<file path="src/rtl/cmul_mul_sequencer_if.sv">
// Handshake/bus bundle for cmul_mul_sequencer.
// Three groups of signals:
//   - operand set from the FFT stage controller
//   - operand/result path to the shared FP16 multiplier
//   - partial products to the downstream add/sub stage
// The in_conj port exists only when CMUL_CONJ_EN is defined.
// The master modport is the sequencer's view; slave is the environment's view.
interface cmul_mul_sequencer_if #(
  parameter int DW = 16
);
  // Operand set from the stage controller
  logic          in_vld;
  logic          in_rdy;
  logic [DW-1:0] in_ar;
  logic [DW-1:0] in_ai;
  logic [DW-1:0] in_wr;
  logic [DW-1:0] in_wi;
`ifdef CMUL_CONJ_EN
  logic          in_conj;
`endif

  // Shared multiplier
  logic [DW-1:0] mul_a;
  logic [DW-1:0] mul_b;
  logic          mul_vld;
  logic [DW-1:0] mul_res;
  logic          mul_res_vld;
  logic          mul_exception;
  logic          mul_overflow;
  logic          mul_underflow;

  // Partial products to the add/sub stage
  logic [DW-1:0] out_rr;
  logic [DW-1:0] out_ii;
  logic [DW-1:0] out_ri;
  logic [DW-1:0] out_ir;
  logic          out_exc;
  logic          out_ovf;
  logic          out_unf;
  logic          out_vld;
  logic          out_rdy;

  modport master (
`ifdef CMUL_CONJ_EN
    input  in_conj,
`endif
    input  in_vld, in_ar, in_ai, in_wr, in_wi,
    output in_rdy,
    output mul_a, mul_b, mul_vld,
    input  mul_res, mul_res_vld, mul_exception, mul_overflow, mul_underflow,
    output out_rr, out_ii, out_ri, out_ir, out_exc, out_ovf, out_unf, out_vld,
    input  out_rdy
  );

  modport slave (
`ifdef CMUL_CONJ_EN
    output in_conj,
`endif
    output in_vld, in_ar, in_ai, in_wr, in_wi,
    input  in_rdy,
    input  mul_a, mul_b, mul_vld,
    output mul_res, mul_res_vld, mul_exception, mul_overflow, mul_underflow,
    input  out_rr, out_ii, out_ri, out_ir, out_exc, out_ovf, out_unf, out_vld,
    output out_rdy
  );
endinterface

</file>
<file path="src/rtl/cmul_mul_sequencer.sv">
// cmul_mul_sequencer: time-multiplexes one FP16 multiplier across the four
// real products of a complex twiddle multiply (a_r + j*a_i)*(w_r + j*w_i).
//
// Issue order is rr, ii, ri, ir. Results are collected in return order,
// however many cycles the multiplier takes. The three multiplier flags are
// OR-ed over the four products. The block does no arithmetic itself.
//
// Optional feature macro: CMUL_CONJ_EN. When defined, in_conj flips the
// sign bit of w_i at accept, which conjugates the twiddle for the IFFT.
module cmul_mul_sequencer #(
  parameter int DW = 16
) (
  input  logic                 clk,
  input  logic                 rst,
  cmul_mul_sequencer_if.master bus
);

  typedef enum logic [1:0] {IDLE, ISSUE, DRAIN, DONE} state_t;

  state_t        state;
  logic [1:0]    issue_cnt;
  logic [2:0]    ret_cnt;    // [2] = all four returned, [1:0] = next slot
  logic [DW-1:0] ar_q, ai_q, wr_q, wi_q;
  logic [DW-1:0] wi_eff;
  logic          capture;

  logic          in_rdy_q;
  logic          mul_vld_q;
  logic [DW-1:0] mul_a_q, mul_b_q;
  logic [DW-1:0] rr_q, ii_q, ri_q, ir_q;
  logic          exc_q, ovf_q, unf_q;
  logic          out_vld_q;

  // Twiddle imaginary part as it will be stored (optionally conjugated)
  // NOTE: every signal written in always_comb gets a value on every path, so no latch is inferred.
  always_comb begin
`ifdef CMUL_CONJ_EN
    wi_eff = bus.in_wi ^ {bus.in_conj, {(DW-1){1'b0}}};
`else
    wi_eff = bus.in_wi;
`endif
  end

  // A returning result is taken only while collecting and only until four have arrived
  always_comb begin
    capture = bus.mul_res_vld && !ret_cnt[2] && (state == ISSUE || state == DRAIN);
  end

  // Sequencer FSM with registered outputs and result collection
  // NOTE: state is updated with non-blocking assignments so every register samples pre-edge values.
  always_ff @(posedge clk) begin
    if (rst) begin
      // NOTE: the result registers are reset too, because their values are visible on out_* after reset.
      state     <= IDLE;
      issue_cnt <= 2'd0;
      ret_cnt   <= 3'd0;
      ar_q      <= '0;
      ai_q      <= '0;
      wr_q      <= '0;
      wi_q      <= '0;
      in_rdy_q  <= 1'b1;
      mul_vld_q <= 1'b0;
      mul_a_q   <= '0;
      mul_b_q   <= '0;
      rr_q      <= '0;
      ii_q      <= '0;
      ri_q      <= '0;
      ir_q      <= '0;
      exc_q     <= 1'b0;
      ovf_q     <= 1'b0;
      unf_q     <= 1'b0;
      out_vld_q <= 1'b0;
    end else begin
      if (capture) begin
        case (ret_cnt[1:0])
          2'd0:    rr_q <= bus.mul_res;
          2'd1:    ii_q <= bus.mul_res;
          2'd2:    ri_q <= bus.mul_res;
          default: ir_q <= bus.mul_res;
        endcase
        exc_q   <= exc_q | bus.mul_exception;
        ovf_q   <= ovf_q | bus.mul_overflow;
        unf_q   <= unf_q | bus.mul_underflow;
        ret_cnt <= ret_cnt + 3'd1;
      end

      case (state)
        IDLE: begin
          if (bus.in_vld) begin
            ar_q      <= bus.in_ar;
            ai_q      <= bus.in_ai;
            wr_q      <= bus.in_wr;
            wi_q      <= wi_eff;
            exc_q     <= 1'b0;
            ovf_q     <= 1'b0;
            unf_q     <= 1'b0;
            ret_cnt   <= 3'd0;
            issue_cnt <= 2'd0;
            // Pair 0 goes out directly from the inputs so issue starts next cycle
            mul_a_q   <= bus.in_ar;
            mul_b_q   <= bus.in_wr;
            mul_vld_q <= 1'b1;
            in_rdy_q  <= 1'b0;
            state     <= ISSUE;
          end
        end
        ISSUE: begin
          if (issue_cnt == 2'd3) begin
            mul_vld_q <= 1'b0;
            state     <= DRAIN;
          end else begin
            issue_cnt <= issue_cnt + 2'd1;
            case (issue_cnt)
              2'd0: begin mul_a_q <= ai_q; mul_b_q <= wi_q; end
              2'd1: begin mul_a_q <= ar_q; mul_b_q <= wi_q; end
              default: begin mul_a_q <= ai_q; mul_b_q <= wr_q; end
            endcase
          end
        end
        DRAIN: begin
          if (ret_cnt[2] || (capture && ret_cnt[1:0] == 2'd3)) begin
            out_vld_q <= 1'b1;
            state     <= DONE;
          end
        end
        DONE: begin
          if (bus.out_rdy) begin
            out_vld_q <= 1'b0;
            in_rdy_q  <= 1'b1;
            state     <= IDLE;
          end
        end
        default: state <= IDLE;
      endcase
    end
  end

  assign bus.in_rdy  = in_rdy_q;
  assign bus.mul_vld = mul_vld_q;
  assign bus.mul_a   = mul_a_q;
  assign bus.mul_b   = mul_b_q;
  assign bus.out_rr  = rr_q;
  assign bus.out_ii  = ii_q;
  assign bus.out_ri  = ri_q;
  assign bus.out_ir  = ir_q;
  assign bus.out_exc = exc_q;
  assign bus.out_ovf = ovf_q;
  assign bus.out_unf = unf_q;
  assign bus.out_vld = out_vld_q;

endmodule

</file>
<file path="src/flat_wrapper.sv">
// flat-port wrapper written by rule: the top's interface ports become plain ports
module cmul_mul_sequencer_flat 
#(
  parameter int DW = 16
)
  (clk, rst, bus_in_vld, bus_in_ar, bus_in_ai, bus_in_wr, bus_in_wi, bus_in_rdy, bus_mul_a, bus_mul_b, bus_mul_vld, bus_mul_res, bus_mul_res_vld, bus_mul_exception, bus_mul_overflow, bus_mul_underflow, bus_out_rr, bus_out_ii, bus_out_ri, bus_out_ir, bus_out_exc, bus_out_ovf, bus_out_unf, bus_out_vld, bus_out_rdy);
  cmul_mul_sequencer_if #(.DW(DW)) bus_i ();
  input  logic clk;
  input  logic rst;
  input wire logic [$bits(bus_i.in_vld)-1:0] bus_in_vld;
  input wire logic [$bits(bus_i.in_ar)-1:0] bus_in_ar;
  input wire logic [$bits(bus_i.in_ai)-1:0] bus_in_ai;
  input wire logic [$bits(bus_i.in_wr)-1:0] bus_in_wr;
  input wire logic [$bits(bus_i.in_wi)-1:0] bus_in_wi;
  output wire logic [$bits(bus_i.in_rdy)-1:0] bus_in_rdy;
  output wire logic [$bits(bus_i.mul_a)-1:0] bus_mul_a;
  output wire logic [$bits(bus_i.mul_b)-1:0] bus_mul_b;
  output wire logic [$bits(bus_i.mul_vld)-1:0] bus_mul_vld;
  input wire logic [$bits(bus_i.mul_res)-1:0] bus_mul_res;
  input wire logic [$bits(bus_i.mul_res_vld)-1:0] bus_mul_res_vld;
  input wire logic [$bits(bus_i.mul_exception)-1:0] bus_mul_exception;
  input wire logic [$bits(bus_i.mul_overflow)-1:0] bus_mul_overflow;
  input wire logic [$bits(bus_i.mul_underflow)-1:0] bus_mul_underflow;
  output wire logic [$bits(bus_i.out_rr)-1:0] bus_out_rr;
  output wire logic [$bits(bus_i.out_ii)-1:0] bus_out_ii;
  output wire logic [$bits(bus_i.out_ri)-1:0] bus_out_ri;
  output wire logic [$bits(bus_i.out_ir)-1:0] bus_out_ir;
  output wire logic [$bits(bus_i.out_exc)-1:0] bus_out_exc;
  output wire logic [$bits(bus_i.out_ovf)-1:0] bus_out_ovf;
  output wire logic [$bits(bus_i.out_unf)-1:0] bus_out_unf;
  output wire logic [$bits(bus_i.out_vld)-1:0] bus_out_vld;
  input wire logic [$bits(bus_i.out_rdy)-1:0] bus_out_rdy;
  assign bus_i.in_vld = bus_in_vld;
  assign bus_i.in_ar = bus_in_ar;
  assign bus_i.in_ai = bus_in_ai;
  assign bus_i.in_wr = bus_in_wr;
  assign bus_i.in_wi = bus_in_wi;
  assign bus_in_rdy = bus_i.in_rdy;
  assign bus_mul_a = bus_i.mul_a;
  assign bus_mul_b = bus_i.mul_b;
  assign bus_mul_vld = bus_i.mul_vld;
  assign bus_i.mul_res = bus_mul_res;
  assign bus_i.mul_res_vld = bus_mul_res_vld;
  assign bus_i.mul_exception = bus_mul_exception;
  assign bus_i.mul_overflow = bus_mul_overflow;
  assign bus_i.mul_underflow = bus_mul_underflow;
  assign bus_out_rr = bus_i.out_rr;
  assign bus_out_ii = bus_i.out_ii;
  assign bus_out_ri = bus_i.out_ri;
  assign bus_out_ir = bus_i.out_ir;
  assign bus_out_exc = bus_i.out_exc;
  assign bus_out_ovf = bus_i.out_ovf;
  assign bus_out_unf = bus_i.out_unf;
  assign bus_out_vld = bus_i.out_vld;
  assign bus_i.out_rdy = bus_out_rdy;
  cmul_mul_sequencer #(.DW(DW)) u_core (.clk(clk), .rst(rst), .bus(bus_i));
endmodule
</file>
<file path="config.mk">
export PLATFORM = sky130hd
export DESIGN_NAME = cmul_mul_sequencer_flat
export DESIGN_NICKNAME = d
export VERILOG_FILES = /design/src/rtl/cmul_mul_sequencer_if.sv /design/src/rtl/cmul_mul_sequencer.sv /design/src/flat_wrapper.sv
export SDC_FILE = /design/constraint.sdc
export NUM_CORES = 1
export LEC_CHECK = 0
export ABC_CLOCK_PERIOD_IN_PS = 5200
export CAP_MARGIN = 20
export CORE_MARGIN = 3
export CORE_UTILIZATION = 27
export CTS_CLUSTER_DIAMETER = 120
export CTS_CLUSTER_SIZE = 10
export DETAILED_ROUTE_END_ITERATION = 16
export GPL_ROUTABILITY_DRIVEN = 0
export GPL_TIMING_DRIVEN = 0
export SKIP_LAST_GASP = 1
export SLEW_MARGIN = 10
export SYNTH_ARGS = -nofsm -noshare
export SYNTH_HDL_FRONTEND = slang
export SYNTH_SLANG_ARGS = --single-unit
export TNS_END_PERCENT = 1
</file>
<file path="constraint.sdc">
create_clock -name clk -period 5.2 [get_ports clk]
set_clock_uncertainty 0.05 [all_clocks]
set_input_delay 0.52 -clock clk [delete_from_list [all_inputs] [get_ports clk]]
set_output_delay 0.52 -clock clk [all_outputs]
set_load 0.005 [all_outputs]
</file>
==> results.md <==
| Quantity | Reported |
|---|---|
| Result of the run | finished, final reports clean |
| Starting DRT DRC Count | 320 |
| Syn Std Cell Area | 6830 um2 |
| Part of the Yosys area used for sequential elements | 0.507 |
| Setup violations, final | 0 |
| Worst R2R Path Depth | 8 |
| Leakage Power | 3.45 nW |
| Cell Pwr Density | 463 nW/um2 |
| Post-Syn Area per Cell | 8.25 um2 |
| Upper clock frequency limit | 0.474 GHz |
| Fin. Hold Viols | 0 |
| Warnings from Yosys | 0 |
| Power Total | 0.00449 W |
| First-pass GRT wire length | 34700 um |
| Syn-to-layout area delta | 42.0% |
| Fin Hold WS | 0.403 ns |
| Number of core rows | 57 |
| Layout cell share with drive strength beyond 1 | 0.0630 |
| Total number of vias | 6310 |
| Die area | 27200 um2 |
| Required time of the critical path | 5.51 ns |
| Arrival @ worst endpoint | 2.41 ns |
| Maximum buffer depth of the clock tree | 2 |
| Ranking of synthesized cells by instance count | nand2_1, dfxtp_1, a21oi_1 |
| Initial antenna violation count | 1 |
| Die Ht | 165 um |
| Final Slew Violations | 0 |
| Internal power | 0.00292 W |
| Worst Max-Slew Pin Slew | 0.671 ns |
| Later-pin clock latency in the skew report | 0.44 ns |
| HP Class | register to register |
| Flop pwr share | 0.382 |
| Syn nets | 928 |
| Number of buffers inserted during clock tree synthesis | 17 |
| Kind of critical path | register to register |
| Initial DRT Pass Iterations | 5 |
| Setup total negative slack | 0 ns |
| Std-Cell Core Area | 24600 um2 |
| Post-CTS Repair Setup Buffers | 0 |
| Number of instances resized during post-cts repair | 0 |
| Portion of total power attributed to the clock network | 0.279 |
| Worst VDD drop | 0.248 mV |
| End of the worst register-to-register path | u_core.bus.out_ir[12] |
| Synth top area cells | dfxtp_1, nand2_1, a21oi_1 |
| HPWL reported at the end of detailed placement | 16500 um |
| Number of synthesized flops with an enable pin | 0 |
| Vias per Instance | 4.60 |
| Starting density of the core | 0.277 |
| Hold buffer count at cts | 0 |
| Critical Path Start | u_core.state[0] |
| Leading cell type by number of instances after synthesis | nand2_1 |
| Buffer cell driving the clock tree root | clkbuf_16 |
| Detailed-route wire length per cell | 16.4 um |
| Top fanout value on the critical path | 10 |
| Critical path endpoint category | register |
| DRC violation count after routing | 0 |
| Tmin final | 2.11 ns |
| RSZ-0062 raised after global routing | false |
| Post-route cell area | 9700 um2 |
| Logic pwr share | 0.339 |
| Number of distinct library cells after synthesis | 36 |
| DP Area | 9110 um2 |
| Clock tree from TritonCTS | done |
| Sw power | 0.00157 W |
| Number of filler cells placed in the layout | 2503 |
| Met2 routed wirelength | 10200 um |
| FF-to-FF Start | u_core.state[0] |
| H-tree lvl count | 4 |
| Setup slack of the most critical reg-to-reg path | 3.09 ns |
| GR Overflow Total | 0 |
| Area share of the largest cell type after synthesis | 0.507 |
| Total routed wire length on the met1 layer | 9800 um |
| Top layer in use | met4 |
| Sw Ratio | 0.350 |
| Largest net degree at the start of global routing | 19 |
| Detail Route met3 WL | 2280 um |
| Vias in the first global route | 6202 |
| Clock transition at the register clock pins on the worst setup and hold paths after CTS | 0.07 ns |
| Critical path capture point | u_core.bus.out_ir[12] |
| Flops & latches, synth | 173 |
| Dpl cells | 1340 |
| Final net count | 1135 |
| Post-synth top flop | dfxtp_1 |
| Chip Width | 165 um |
| Boundary pin count | 190 |
| IO Port Bufs | 188 |
| Total wirelength of the detailed-routed design | 22500 um |
| Maxcap violations | 0 |
| Non-filler cells in the finished layout | 1372 |
| Final critical-path share of the clock period | 0.405 |
| Startpoint class of the critical path | register |
| Max-slew headroom at the worst pin | 0.553 |
| Cell count after synthesis | 828 |
| Share of synthesized registers carrying an async set or reset | 0 |
| Number of antenna-violating nets in the routed design | 0 |
| Largest area contributor in the synthesized netlist | dfxtp_1 |
| GRT Util Overall | 0.165 |
| CTS sink count | 173 |
==> layout by cell type (no fill, tap or decap), types with 2 or more instances in the layout <==
master,instances
dfxtp_1,173
clkinvlp_4,2
clkinv_4,3
ha_1,12
inv_6,3
buf_1,5
nor2b_1,3
a21oi_1,168
o21ai_0,4
and2_1,6
nand2_1,262
clkdlybuf4s50_1,188
clkbuf_16,17
clkbuf_1,28
buf_4,5
nand3_1,2
clkinv_8,4
nor3_1,7
clkbuf_2,3
mux2i_1,32
a22o_1,32
nor2_1,39
inv_1,10
buf_6,7
buf_2,13
inv_8,2
==> worst max-delay path: stages (launching register included) <==
cell and delay (ns):
dfxtp_1 0.38, inv_1 0.10, ha_1 0.35, and3b_1 0.22
buf_4 0.18, nand2_1 0.27, clkbuf_4 0.29, nand2_1 0.07
a21oi_1 0.13
==> how the worst min path moves through the flow <==
stage	to	from	depth (start not counted)
after floorplan	u_core.ai_q[0]	u_core.ai_q[0]	2
after global placement	u_core.bus.out_rr[13]	u_core.bus.out_rr[13]	2
after detailed placement	u_core.ai_q[11]	u_core.ai_q[11]	2
after CTS	u_core.bus.out_ir[5]	u_core.bus.out_ir[5]	2
after global routing	u_core.ar_q[5]	u_core.ar_q[5]	2
final	u_core.bus.out_ri[0]	u_core.bus.out_ri[0]	2
==> power groups by stage <==
stage | combinational [W] | clock (W) | sequential [W]
after CTS | 0.00154 | 0.00129 | 0.00172
after detailed placement | 0.00153 | 0 | 0.00174
after global placement | 0.00152 | 0 | 0.00174
after global routing | 0.00169 | 0.00133 | 0.00174
after floorplan | 0.000869 | 0 | 0.00173
final | 0.00152 | 0.00125 | 0.00171
==> routing by layer <==
metal | GRT usage | vias to the layer above
met5 | 0 | -
li1 | - | 3172
met2 | 0.266 | 229
met1 | 0.202 | 2889
met4 | 0.0438 | 0
met3 | 0.0705 | 20
==> registers in the layout, indices dropped and copies added (netlist names) <==
signal and count:
u_core.state 2, u_core.ret_cnt 3, u_core.bus.out_ir 16, u_core.ai_q 16
u_core.wr_q 16, u_core.bus.in_rdy 1, u_core.wi_q 16, u_core.bus.out_ri 16
u_core.ar_q 16, u_core.issue_cnt 2, u_core.bus.mul_b 16, u_core.bus.mul_vld 1
u_core.bus.mul_a 16, u_core.bus.out_unf 1, u_core.bus.out_rr 16, u_core.bus.out_exc 1
u_core.bus.out_ovf 1, u_core.bus.out_ii 16, u_core.bus.out_vld 1
==> area by class of cell <==
| class | count | area, um2 | area share |
|---|---|---|---|
| Antenna cell | 1 | 2.50 | 0.000258 |
| Timing Repair Buffer | 188 | 1880 | 0.194 |
| Inverter | 10 | 37.5 | 0.00387 |
| Buffer | 62 | 328 | 0.0338 |
| Clock inverter | 14 | 155 | 0.0160 |
| Multi-Input combinational cell | 583 | 3000 | 0.309 |
| Sequential cell | 173 | 3460 | 0.357 |
| Clock buffer | 17 | 425 | 0.0439 |
| Tap cell | 324 | 405 | 0.0418 |
==> per-stage QoR <==
stage               utilization  setup WS, ns
floorplan                     -          3.40
global placement          0.370          2.85
detailed placement        0.370          2.84
CTS                       0.394          3.04
global route              0.394          2.88
finish                    0.394          3.09
==> kinds of logic (layout without fill, tap and decap cells) <==
family / count (synthesis) / in the layout / synth area share
xor gates and xnor gates: 1 / 1 / 0.00128
adders and majority gates: 12 / 12 / 0.0220
muxes: 33 / 33 / 0.0489
other: 0 / 1 / 0
DFF: 173 / 173 / 0.507
and+or+nand+nor: 324 / 324 / 0.187
buffers and inverters: 72 / 291 / 0.0535
AOI/OAI and AO/OA: 213 / 213 / 0.180
Power figures use the tool's default switching activity.
